`config.mk`:
```
export PLATFORM = sky130hd
export DESIGN_NAME = sum_accumulator
export DESIGN_NICKNAME = d
export VERILOG_FILES = /design/src/rtl/sum_accumulator.sv
export SDC_FILE = /design/constraint.sdc
export NUM_CORES = 1
export LEC_CHECK = 0
export CORE_AREA = 2 2 48 61
export CTS_BUF_LIST = sky130_fd_sc_hd__clkbuf_4
export DETAILED_ROUTE_END_ITERATION = 7
export DIE_AREA = 0 0 50 63
export GPL_ROUTABILITY_DRIVEN = 0
export GPL_TIMING_DRIVEN = 0
export MAX_ROUTING_LAYER = met4
export PLACE_DENSITY = 0.79
export RECOVER_POWER = 25
export SLEW_MARGIN = 10
export SYNTH_ARGS = -nofsm -noshare
export SYNTH_HDL_FRONTEND = slang
export SYNTH_SLANG_ARGS = --single-unit
```
`constraint.sdc`:
```
create_clock -name clk -period 5.6 [get_ports clk]
set_clock_uncertainty 0.05 [all_clocks]
set_input_delay 1.4 -clock clk [delete_from_list [all_inputs] [get_ports clk]]
set_output_delay 1.4 -clock clk [all_outputs]
set_load 0.02 [all_outputs]
```
`src/rtl/sum_accumulator.sv`:
```
// Purpose : accumulates up to COUNT unsigned adder samples per frame and presents
//           the frame total, sample count and sticky overflow flag.
// Latency : the result is visible one cycle after the final input handshake; this
//           leaves a one-cycle gap between frames.
// Backpressure: in_ready drops while a result is held. out_* stay frozen until
//           out_ready completes the handshake.
//
// Ports:
//   clk, rst      single clock; synchronous active-high reset
//   in_valid/in_ready/in_sum/in_last
//                 sample stream from the adder (in_last ends the frame early)
//   out_valid/out_ready/out_acc/out_n/out_ovf
//                 frame result stream (total mod 2^ACC_W, sample count, carry seen)
module sum_accumulator #(
    parameter  int SIZE  = 8,
    parameter  int COUNT = 16,
    parameter  int ACC_W = 13,
    localparam int NW    = $clog2(COUNT + 1)
) (
    input  logic              clk,
    input  logic              rst,

    input  logic              in_valid,
    output logic              in_ready,
    input  logic [SIZE:0]     in_sum,
    input  logic              in_last,

    output logic              out_valid,
    input  logic              out_ready,
    output logic [ACC_W-1:0]  out_acc,
    output logic [NW-1:0]     out_n,
    output logic              out_ovf
);

    typedef enum logic {
        ACCUM = 1'b0,
        HOLD  = 1'b1
    } state_t;

    state_t           state;
    state_t           state_nxt;

    logic [ACC_W-1:0] acc;
    logic [ACC_W-1:0] acc_nxt;
    logic [NW-1:0]    n;
    logic [NW-1:0]    n_nxt;
    logic             ovf;
    logic             ovf_nxt;

    logic             accept;
    logic [ACC_W:0]   sum_wide;
    logic [NW-1:0]    n_inc;
    logic             frame_end;

    // The add is one bit wider than the accumulator so that its top bit is the
    // carry out of bit ACC_W-1. The carry feeds the sticky overflow flag.
    assign sum_wide  = {1'b0, acc} + {{(ACC_W - SIZE){1'b0}}, in_sum};
    assign n_inc     = n + NW'(1);
    assign frame_end = in_last | (n_inc == NW'(COUNT));

    // The handshake signals depend only on the state register. This keeps any
    // combinational path from in_valid or out_ready off the ready/valid outputs.
    assign in_ready  = (state == ACCUM);
    assign out_valid = (state == HOLD);
    assign accept    = in_valid & in_ready;

    assign out_acc   = acc;
    assign out_n     = n;
    assign out_ovf   = ovf;

    always_ff @(posedge clk) begin
        if (rst) begin
            state <= ACCUM;
            acc   <= '0;
            n     <= '0;
            ovf   <= 1'b0;
        end else begin
            state <= state_nxt;
            acc   <= acc_nxt;
            n     <= n_nxt;
            ovf   <= ovf_nxt;
        end
    end

    always_comb begin
        state_nxt = state;
        acc_nxt   = acc;
        n_nxt     = n;
        ovf_nxt   = ovf;

        case (state)
            ACCUM: begin
                if (accept) begin
                    acc_nxt = sum_wide[ACC_W-1:0];
                    ovf_nxt = ovf | sum_wide[ACC_W];
                    n_nxt   = n_inc;
                    if (frame_end) begin
                        state_nxt = HOLD;
                    end
                end
            end
            HOLD: begin
                // The frame is released only on the output handshake. Clearing
                // here means the next frame starts from zero in the following
                // cycle, which is the first cycle with in_ready high again.
                if (out_ready) begin
                    acc_nxt   = '0;
                    n_nxt     = '0;
                    ovf_nxt   = 1'b0;
                    state_nxt = ACCUM;
                end
            end
            default: begin
                state_nxt = ACCUM;
            end
        endcase
    end

endmodule

```
==> results.tsv <==
stage	metric	value	unit
outcome	outcome	finished clean	
pwr	internal_power	241	uW
yosys	ys.flop_type	dfxtp_1	
worst_hold_path	hold_class	flop to flop	
global_route	track_usage	22.6	%
final_layout	fill_cells	230	
yosys	netlist.top_cell.by_area	dfxtp_1	
pwr	seqPwrFrac	43.9	%
timing	drv_slew	0	
worst_setup_path	reg2reg_depth	7	
floorplanning	die_y	63	um
pwr	p_leak	0.681	nW
floorplanning	core	2600	um^2
cts	cts_tree	built	
yosys	syn_area_per_cell	8.53	um^2
worst_hold_path	min_path_cells	1	
cts	postCtsHoldBufs	0	
timing	max_slew_margin	43.2	%
place	numPortBuffers	34	
floorplanning	die-area	3150	um^2
worst_setup_path	cp_data_required_time	5760	ps
place	hpwl	2.36	mm
worst_setup_path	cpMaxStageDelayCell	a21oi_1	
timing	setup_violations	0	
timing	period_needed	3450	ps
floorplanning	die_w	50	um
cts	insertion_delay	300	ps
routing	ant_nets	0	
worst_setup_path	critPathMaxFanout	10	
pwr	p_sw	131	uW
global_route	grt_max_degree	11	
pwr	clock_power_share	18.8	%
final_layout	fin_cells	222	
floorplanning	start_util	49.5	%
cts	cts_root_buffer	clkbuf_4	
global_route	grt_pass1_wl	5.56	mm
routing	drc	0	
routing	vias	1258	
routing	drt_iter0_drc	45	
cts	htree_levels	1	
final_layout	fin_area	1670	um^2
yosys	synth_edf_count	0	
yosys	synth_cell_types	44	
timing	rsz0062_at_grt	false	
place	dp_cells	219	
pwr	combPwrFrac	37.3	%
floorplanning	rows	21	
run	drv_cap	0	
timing	fin_crit_sh	61.7	%
timing	holdWs	423	ps
pwr	peakVddDrop	128	uV
pwr	total_power	372	uW
timing	worst_slack	2150	ps
yosys	synth_warnings	0	
worst_setup_path	r2r_setup_slack	3360	ps
cts	clkTransAtPathRegs	110	ps
final_layout	layout-drive-gt1-share	6.91	%
timing	tns	0	ps
worst_setup_path	crit_chain	dlygate4sd3_1, nor2b_2, clkbuf_1, a21oi_1, nor4_2, nor3_2, and3b_1	
worst_setup_path	crit_path_start_kind	primary input	
timing	worst_pin_slew	852	ps
worst_setup_path	cp-startpoint	in_valid	
worst_setup_path	cp.arrival	3610	ps
routing	routed_wl	3.13	mm
final_layout	antennaDiodeCount	0	
place	postPlaceCellArea	1670	um^2
pwr	p_per_area	223	nW/um^2
yosys	synth_area	1290	um^2
global_route	antenna_found_initial	0	
worst_setup_path	r2r_end	out_acc[12]$_SDFFE_PP0P_	
cts	cts_made_buffers	3	
final_layout	nets	216	
yosys	async_reset_ff_share	0	%
worst_setup_path	worstSetupEndpointType	flop	
cts	post_cts_resized	0	
yosys	synth_seq_area_share	31.1	%
place	dp_slack	1890	ps
worst_hold_path	whs_endpoint	out_ovf$_SDFFE_PP0P_	
yosys	synthesis.nets	177	
cts	cts_max_path_buffers	2	
yosys	ys_ff_latch	20	
final_layout	area_delta_synth_final	29.5	%
worst_setup_path	cp_slowest_stage_delay	730	ps
cts	numClockSinks	20	
routing	routedWlPerCell	14.1	um
final_layout	final_core_util	64.1	%
worst_setup_path	r2r_start	out_acc[0]$_SDFFE_PP0P_	
global_route	globalRoute.totalOverflow	0	
worst_hold_path	hp-start	out_ovf$_SDFFE_PP0P_	
floorplanning	io_pins	35	
yosys	synth_top_area_share	31.1	%
pwr	swShare	35.3	%
routing	vias_per_cell	5.67	
global_route	grt_pass1_vias	1259	
routing	drt-pass1-iter-count	4	
yosys	yosys-top-cells-area	dfxtp_1 31%, ha_1 11%, nor2_1 6.1%	
yosys	netlist_instances	151	
timing	max_freq	0.290	GHz
timing	hold_viol	0	
cts	cts_setup_buffers	0	
worst_setup_path	path_class	primary input to flop	
[synth_stat cells, drive strengths merged (3+ instances only)]
| master | count |
|---|---|
| xor2 | 6 |
| nor3 | 3 |
| nand2 | 16 |
| o21ai | 10 |
| nor2 | 21 |
| nand3 | 7 |
| a31oi | 3 |
| ha | 11 |
| a22oi | 4 |
| nand2b | 3 |
| a21oi | 11 |
| inv | 3 |
| dfxtp | 20 |
| buf | 3 |
| a21o | 3 |
[cell usage in the layout, fill, tap and decap left out, types with 2 or more instances in the layout]
cell type,netlist,final
and3_1,2,2
inv_1,3,3
ha_1,11,11
dlygate4sd3_1,0,3
a22oi_1,4,4
xor2_1,6,6
a21oi_1,10,11
a21o_1,3,3
nand2b_1,3,3
nor3_1,2,2
clkdlybuf4s50_1,0,31
clkbuf_1,1,3
o21ai_0,8,8
a311oi_1,2,2
a31oi_1,3,3
mux2i_1,2,2
nand3_1,7,7
nand2_1,16,16
clkbuf_4,0,3
dfxtp_1,20,20
nor2_1,21,21
[state kept, by name, indices dropped and copies added (netlist names)]
register and flops:
out_n 5, out_ovf 1, out_acc 13, out_valid 1
[cells by family (layout without fill, tap and decap cells)]
| logic type | count (synthesis) | after routing | share of synthesized area (%) |
|---|---|---|---|
| compound gates | 43 | 43 | 23.9 |
| xor+xnor | 7 | 7 | 4.76 |
| fa+ha+maj | 12 | 12 | 12.2 |
| buf+inv | 7 | 44 | 3.30 |
| flops | 20 | 20 | 31.1 |
| mux | 2 | 2 | 1.55 |
| simple gates | 60 | 60 | 23.1 |
[power groups by stage]
stage               logic (mW)  clock network (mW)  registers [mW]
floorplan               0.0782                   0           0.178
global placement         0.137                   0           0.166
detailed placement       0.141                   0           0.167
CTS                      0.142              0.0721           0.163
global route             0.153              0.0777           0.166
finish                   0.139              0.0701           0.163
[critical path: cells and delay by family]
| family | cells | cell delay [ps] |
|---|---|---|
| AND/OR/NAND/NOR | 4 | 670 |
| AO/OA/AOI/OAI | 1 | 730 |
| buffers and inverters | 2 | 810 |
[final cells by class]
class                   count  area [um^2]  area share, %
repair buffers             34          340           20.4
flip-flops and latches     20          400           24.0
well taps                  34         42.5           2.55
inverters                   3         11.3          0.675
clock buffers               3         22.5           1.35
plain buffers               4         22.5           1.35
multi-input cells         124          828           49.7
[how the worst max path moves through the flow]
stage / endpoint / slack [ps] / cells after the start
finish: out_acc[12]$_SDFFE_PP0P_ / 2150 / 7
global route: out_acc[12]$_SDFFE_PP0P_ / 2050 / 7
CTS: out_acc[12]$_SDFFE_PP0P_ / 2200 / 8
detailed placement: out_acc[12]$_SDFFE_PP0P_ / 1890 / 8
global placement: out_acc[12]$_SDFFE_PP0P_ / 1880 / 8
floorplan: out_acc[12]$_SDFFE_PP0P_ / 2490 / 7
[routing by layer]
metal	vias to the layer above	wire length, um	global-route usage [%]
met5	-	0	-
met1	578	1340	26.7
li1	628	-	-
met2	50	1600	39.0
met4	0	16	6.25
met3	2	172	3.59
Power figures use the tool's default switching activity.
